<file path="config.mk">
export PLATFORM = sky130hd
export DESIGN_NAME = adder_slice_seq
export DESIGN_NICKNAME = d
export VERILOG_FILES = /design/src/rtl/adder_slice_seq.sv
export SDC_FILE = /design/constraint.sdc
export NUM_CORES = 1
export LEC_CHECK = 0
export ABC_AREA = 1
export BUFFER_PORTS_ARGS = -buffer_cell sky130_fd_sc_hd__buf_2
export CAP_MARGIN = 20
export CORE_UTILIZATION = 30
export CTS_CLUSTER_DIAMETER = 50
export DETAILED_ROUTE_END_ITERATION = 7
export GPL_ROUTABILITY_DRIVEN = 1
export GPL_TIMING_DRIVEN = 0
export HOLD_SLACK_MARGIN = 0.15
export SKIP_LAST_GASP = 1
export SLEW_MARGIN = 20
export SYNTH_ARGS = -nofsm -noshare
export SYNTH_HDL_FRONTEND = slang
export SYNTH_SLANG_ARGS = --single-unit
</file>
<file path="constraint.sdc">
create_clock -name clk -period 1.5 [get_ports clk]
set_input_delay 0 -clock clk [delete_from_list [all_inputs] [get_ports clk]]
set_output_delay 0 -clock clk [all_outputs]
set_load 0.05 [all_outputs]
</file>
<file path="src/rtl/adder_slice_seq.sv">
// Sequential driver/collector for an external 3-bit adder slice.
// Walks the operands LSB slice first, chaining the slice carry between cycles.
module adder_slice_seq #(
   parameter int WIDTH = 12
) (
   input  logic             clk,
   input  logic             rst,
   input  logic             in_valid,
   output logic             in_ready,
   input  logic [WIDTH-1:0] in_a,
   input  logic [WIDTH-1:0] in_b,
   input  logic             in_cin,
   output logic [2:0]       slice_a,
   output logic [2:0]       slice_b,
   output logic             slice_cin,
   input  logic [2:0]       slice_sum,
   input  logic             slice_cout,
   output logic             out_valid,
   input  logic             out_ready,
   output logic [WIDTH-1:0] out_sum,
   output logic             out_cout
);

   localparam int NSLICE = WIDTH / 3;
   localparam int IW = (NSLICE > 1) ? $clog2(NSLICE) : 1;
   localparam logic [IW-1:0] LAST = IW'(NSLICE - 1);

   if ((WIDTH % 3) != 0 || WIDTH < 3) begin : g_width_chk
      $error("adder_slice_seq: WIDTH must be a multiple of 3 and >= 3");
   end

   typedef enum logic [1:0] {IDLE, RUN, DONE} state_t;

   state_t           r_state;
   logic [WIDTH-1:0] r_a;
   logic [WIDTH-1:0] r_b;
   logic [WIDTH-1:0] r_sum;
   logic [IW-1:0]    r_idx;
   logic             r_carry;
   logic             r_cout;
   logic             r_out_valid;

   logic [2:0] w_a_sl [NSLICE];
   logic [2:0] w_b_sl [NSLICE];
   logic       w_run;

   for (genvar g = 0; g < NSLICE; g++) begin : g_sl
      assign w_a_sl[g] = r_a[3*g +: 3];
      assign w_b_sl[g] = r_b[3*g +: 3];
   end

   assign w_run     = (r_state == RUN);
   assign slice_a   = w_run ? w_a_sl[r_idx] : 3'd0;
   assign slice_b   = w_run ? w_b_sl[r_idx] : 3'd0;
   assign slice_cin = w_run ? r_carry : 1'b0;

   assign in_ready  = (r_state == IDLE);
   assign out_valid = r_out_valid;
   assign out_sum   = r_sum;
   assign out_cout  = r_cout;

   // Carry comes straight from the external slice so approximate slices
   // propagate their errors exactly as a real ripple chain would.
   always_ff @(posedge clk) begin
      if (rst) begin
         r_state     <= IDLE;
         r_a         <= '0;
         r_b         <= '0;
         r_sum       <= '0;
         r_idx       <= '0;
         r_carry     <= 1'b0;
         r_cout      <= 1'b0;
         r_out_valid <= 1'b0;
      end else begin
         unique case (r_state)
            IDLE: begin
               if (in_valid) begin
                  r_a     <= in_a;
                  r_b     <= in_b;
                  r_carry <= in_cin;
                  r_idx   <= '0;
                  r_sum   <= '0;
                  r_state <= RUN;
               end
            end
            RUN: begin
               for (int k = 0; k < NSLICE; k++) begin
                  if (r_idx == IW'(k)) r_sum[3*k +: 3] <= slice_sum;
               end
               r_carry <= slice_cout;
               if (r_idx == LAST) begin
                  r_cout      <= slice_cout;
                  r_idx       <= '0;
                  r_out_valid <= 1'b1;
                  r_state     <= DONE;
               end else begin
                  r_idx <= r_idx + 1'b1;
               end
            end
            DONE: begin
               if (out_ready) begin
                  r_out_valid <= 1'b0;
                  r_state     <= IDLE;
               end
            end
            default: begin
               r_out_valid <= 1'b0;
               r_state     <= IDLE;
            end
         endcase
      end
   end

endmodule

</file>
==> results.ini <==
[status]
run_status = complete, no violations

[yosys]
netlist.area_leader.share = 0.436
synthesized_area_per_cell_um2 = 7.31
synth.cell_area_mm2 = 0.00197
synth_largest_area_cell = sky130_fd_sc_hd__dfxtp_1
yosys_warnings = 0
post_synth_main_area_contributors = sky130_fd_sc_hd__dfxtp_1 44%, sky130_fd_sc_hd__nor2_1 16%, sky130_fd_sc_hd__o21ai_0 8.9%
postSynthRegisterBits = 43
synth.yosys.seq_area_share = 0.436
synth.net_count = 308
synth_cell_types = 21
synth_cells = 270

[cells_and_area]
design.final.nets = 403
areaGrowthSynthToFinish_pct = 46.8
antenna_cells_inserted = 0
final_cells = 443
layout-drive-gt1-share = 0.276
postLayoutCellArea_mm2 = 0.00290

[detailed_routing]
antenna_violating_nets_post_route = 0
drtIter0Drc = 101
drc = 0
wirelength_mm = 5.28
post_drt_via_cell_ratio = 4.53
drt_pass1_iterations = 4
num_vias = 2009
route.detailed.wl_per_inst_um = 11.9

[clocking]
tritoncts = done
clockRootBuffer = sky130_fd_sc_hd__clkbuf_8
clock_tree.buffer_depth = 2
number_of_h_tree_branching_levels = 2
cts-buffers-inserted = 5
numClockSinks = 43
clk_transition_reported_paths_ps = 80
clock_insertion_delay_worst_skew_ps = 300

[sta]
fmax_ghz = 0.696
worst_slew_slack_as_a_fraction_of_its_limit = 0.671
timing.final.max_slew_violations = 0
grt_setup_unrepaired = true
final_period_minus_worst_setup_slack_ps = 1440
fin_crit_sh = 0.958
timing.final.setup_violations = 0
tightest_slew_ps = 494
timing.final.hold_violations = 0
fin_skew_ps = 3.91

[pwr]
leakage_nw = 1.30
p_per_area_mw_per_mm2 = 1060
power.share.combinational = 0.268
p_sw_mw = 0.972
switching_share = 0.316
p_seq_frac = 0.425
internal-power_mw = 2.10
peakVddDrop_mv = 0.420
p_clk_frac = 0.307

[floorplan]
floorplan.io_pins = 55
coreArea_mm2 = 0.00635
die_h_um = 83.1
die-area_mm2 = 0.00691
floorplan.initialDensity = 0.311
floorplan.die.width_um = 83.1
rows = 29

[worst_setup_path]
timing.critical_path.cells = buf_6 -> nor2_1 -> nor2_1 -> o21ai_1 -> a21oi_2 -> buf_6
worstPathMaxFanout = 10
critPathSlowestCell = sky130_fd_sc_hd__dfxtp_4
critical_path.n_buffers_inverters = 2
worst-setup-path-type = register to primary output
startpoint_type = register
cp_data_arrival_time_ps = 1440
critical-path-top-delay-family = flip-flops
max_stage_delay_ps = 400
required_ps = 1500
worst_setup_path_end_kind = primary output

[grt]
grt_antenna_before_repair = 0
wire_length_of_the_first_global_routing_pass_mm = 9.09
via_count_of_the_first_global_routing_pass = 1947
grt_max_degree = 14
globalRouteOverflowTotal = 0
grtUsageTotal = 0.165

[placed_design]
place_inst = 401
place.gp.congestion = 0.739
post-dp-hpwl_mm = 3.68
numPortBuffers = 54
place_area_mm2 = 0.00236

[flow_run]
maxCapViolations = 0

[hold_path]
hold_path_class = register to register

[layout by cell type (no fill, tap or decap), types with 2 or more instances in the layout]
cell and instances:
sky130_fd_sc_hd__nand2_1 31, sky130_fd_sc_hd__clkbuf_1 2, sky130_fd_sc_hd__nand2_4 5, sky130_fd_sc_hd__nor2_1 82, sky130_fd_sc_hd__dlygate4sd3_1 32, sky130_fd_sc_hd__inv_2 3
sky130_fd_sc_hd__nor2_4 4, sky130_fd_sc_hd__dfxtp_4 3, sky130_fd_sc_hd__nand3b_1 3, sky130_fd_sc_hd__inv_1 11, sky130_fd_sc_hd__a21oi_1 15, sky130_fd_sc_hd__buf_2 50
sky130_fd_sc_hd__o21ai_0 26, sky130_fd_sc_hd__dfxtp_1 39, sky130_fd_sc_hd__buf_6 12, sky130_fd_sc_hd__ha_1 5, sky130_fd_sc_hd__buf_4 3, sky130_fd_sc_hd__nand3_1 3
sky130_fd_sc_hd__clkbuf_8 7, sky130_fd_sc_hd__o21ai_1 13, sky130_fd_sc_hd__a21oi_2 6
[per-stage QoR]
stage          setup TNS [ps]  hold WS (ps)  power, mW  utilization  worst slack [ps]
6_report                    0           465       3.08        0.457              63.7
5_1_grt                  -117           478       3.26        0.457             -26.7
4_1_cts                 -7.50           465       3.09        0.455             -7.50
3_5_place_dp            -2800           249       2.05        0.372              -315
3_3_place_gp            -2490           238       2.04        0.372              -294
2_1_floorplan               0          69.1       1.86            -              98.2
[final timing paths]
path                    from    endpoint  slack, ps  cells past startpoint
setup / recovery    r_idx[0]  slice_a[1]         60                      6
hold / removal    out_sum[0]  out_sum[0]        460                      2
setup reg to reg    r_idx[0]  out_sum[1]         90                      8
hold reg to reg   out_sum[0]  out_sum[0]        460                      2
[Yosys cell counts]
cell type and number:
sky130_fd_sc_hd__nand3_1 3, sky130_fd_sc_hd__o21ai_0 35, sky130_fd_sc_hd__a21oi_1 21, sky130_fd_sc_hd__o21a_1 1
sky130_fd_sc_hd__o21ai_1 4, sky130_fd_sc_hd__nor2_4 4, sky130_fd_sc_hd__buf_6 4, sky130_fd_sc_hd__and2_4 1
sky130_fd_sc_hd__o211ai_1 1, sky130_fd_sc_hd__clkbuf_1 4, sky130_fd_sc_hd__nor2_1 83, sky130_fd_sc_hd__a211oi_2 1
sky130_fd_sc_hd__ha_1 5, sky130_fd_sc_hd__inv_2 2, sky130_fd_sc_hd__nand2_1 31, sky130_fd_sc_hd__inv_1 13
sky130_fd_sc_hd__nand2_4 5, sky130_fd_sc_hd__buf_2 5, sky130_fd_sc_hd__dfxtp_1 43, sky130_fd_sc_hd__a31oi_1 1
sky130_fd_sc_hd__nand3b_1 3
[cells by family (layout without fill, tap and decap cells)]
logic type / after synthesis / after routing / share of synthesized area
AO/OA/AOI/OAI: 64 / 64 / 0.169
adder cells (fa/ha/maj): 5 / 5 / 0.0317
buffers and inverters: 28 / 124 / 0.0716
flip-flops: 43 / 43 / 0.436
AND/OR/NAND/NOR: 130 / 130 / 0.292
[layout make-up]
type | instances | area [um2]
clock buffer | 6 | 82.6
timing repair buffer | 89 | 657
inverter | 15 | 60.1
tap | 77 | 96.3
clock inverter | 2 | 35.0
fill | 648 | 3450
multi-input combinational | 199 | 997
buffer | 12 | 97.6
sequential | 43 | 873
[repair_timing]
action                                  in CTS  in global routing
gates resized for setup                     30                 13
hold buffers                                32                  0
hold endpoints to repair                    40                  0
endpoints found under the setup margin      17                 17
pin swaps                                    8                 10
setup buffers                                2                  1
[power by group through the flow]
stage	clock network (mW)	logic [mW]	registers [mW]
after global placement	0	0.712	1.33
after detailed placement	0	0.721	1.33
after CTS	0.966	0.818	1.31
final	0.946	0.823	1.31
after global routing	1.02	0.912	1.32
after floorplan	0	0.472	1.39
[per-layer routing]
metal | share of wire | vias to the layer above | wire length (um) | track usage
met1 | 0.45 | 914 | 2350 | 0.203
met4 | 0.015 | 0 | 79 | 0.0564
met5 | 0 | - | 0 | 0
met2 | 0.50 | 37 | 2650 | 0.287
li1 | - | 1051 | - | -
met3 | 0.038 | 7 | 200 | 0.0328
[worst min-delay path, cell delays in order, from the launching register on]
cell and delay (ps):
sky130_fd_sc_hd__dfxtp_1 310, sky130_fd_sc_hd__nand2_1 60, sky130_fd_sc_hd__a21oi_1 50
[flip-flops by register name (all words and copies together) (netlist names)]
signal,count
r_carry,1
r_a,12
out_cout,1
r_b,12
r_state,2
out_valid,1
out_sum,12
r_idx,2
No activity file was read; power rests on OpenSTA's default activity.
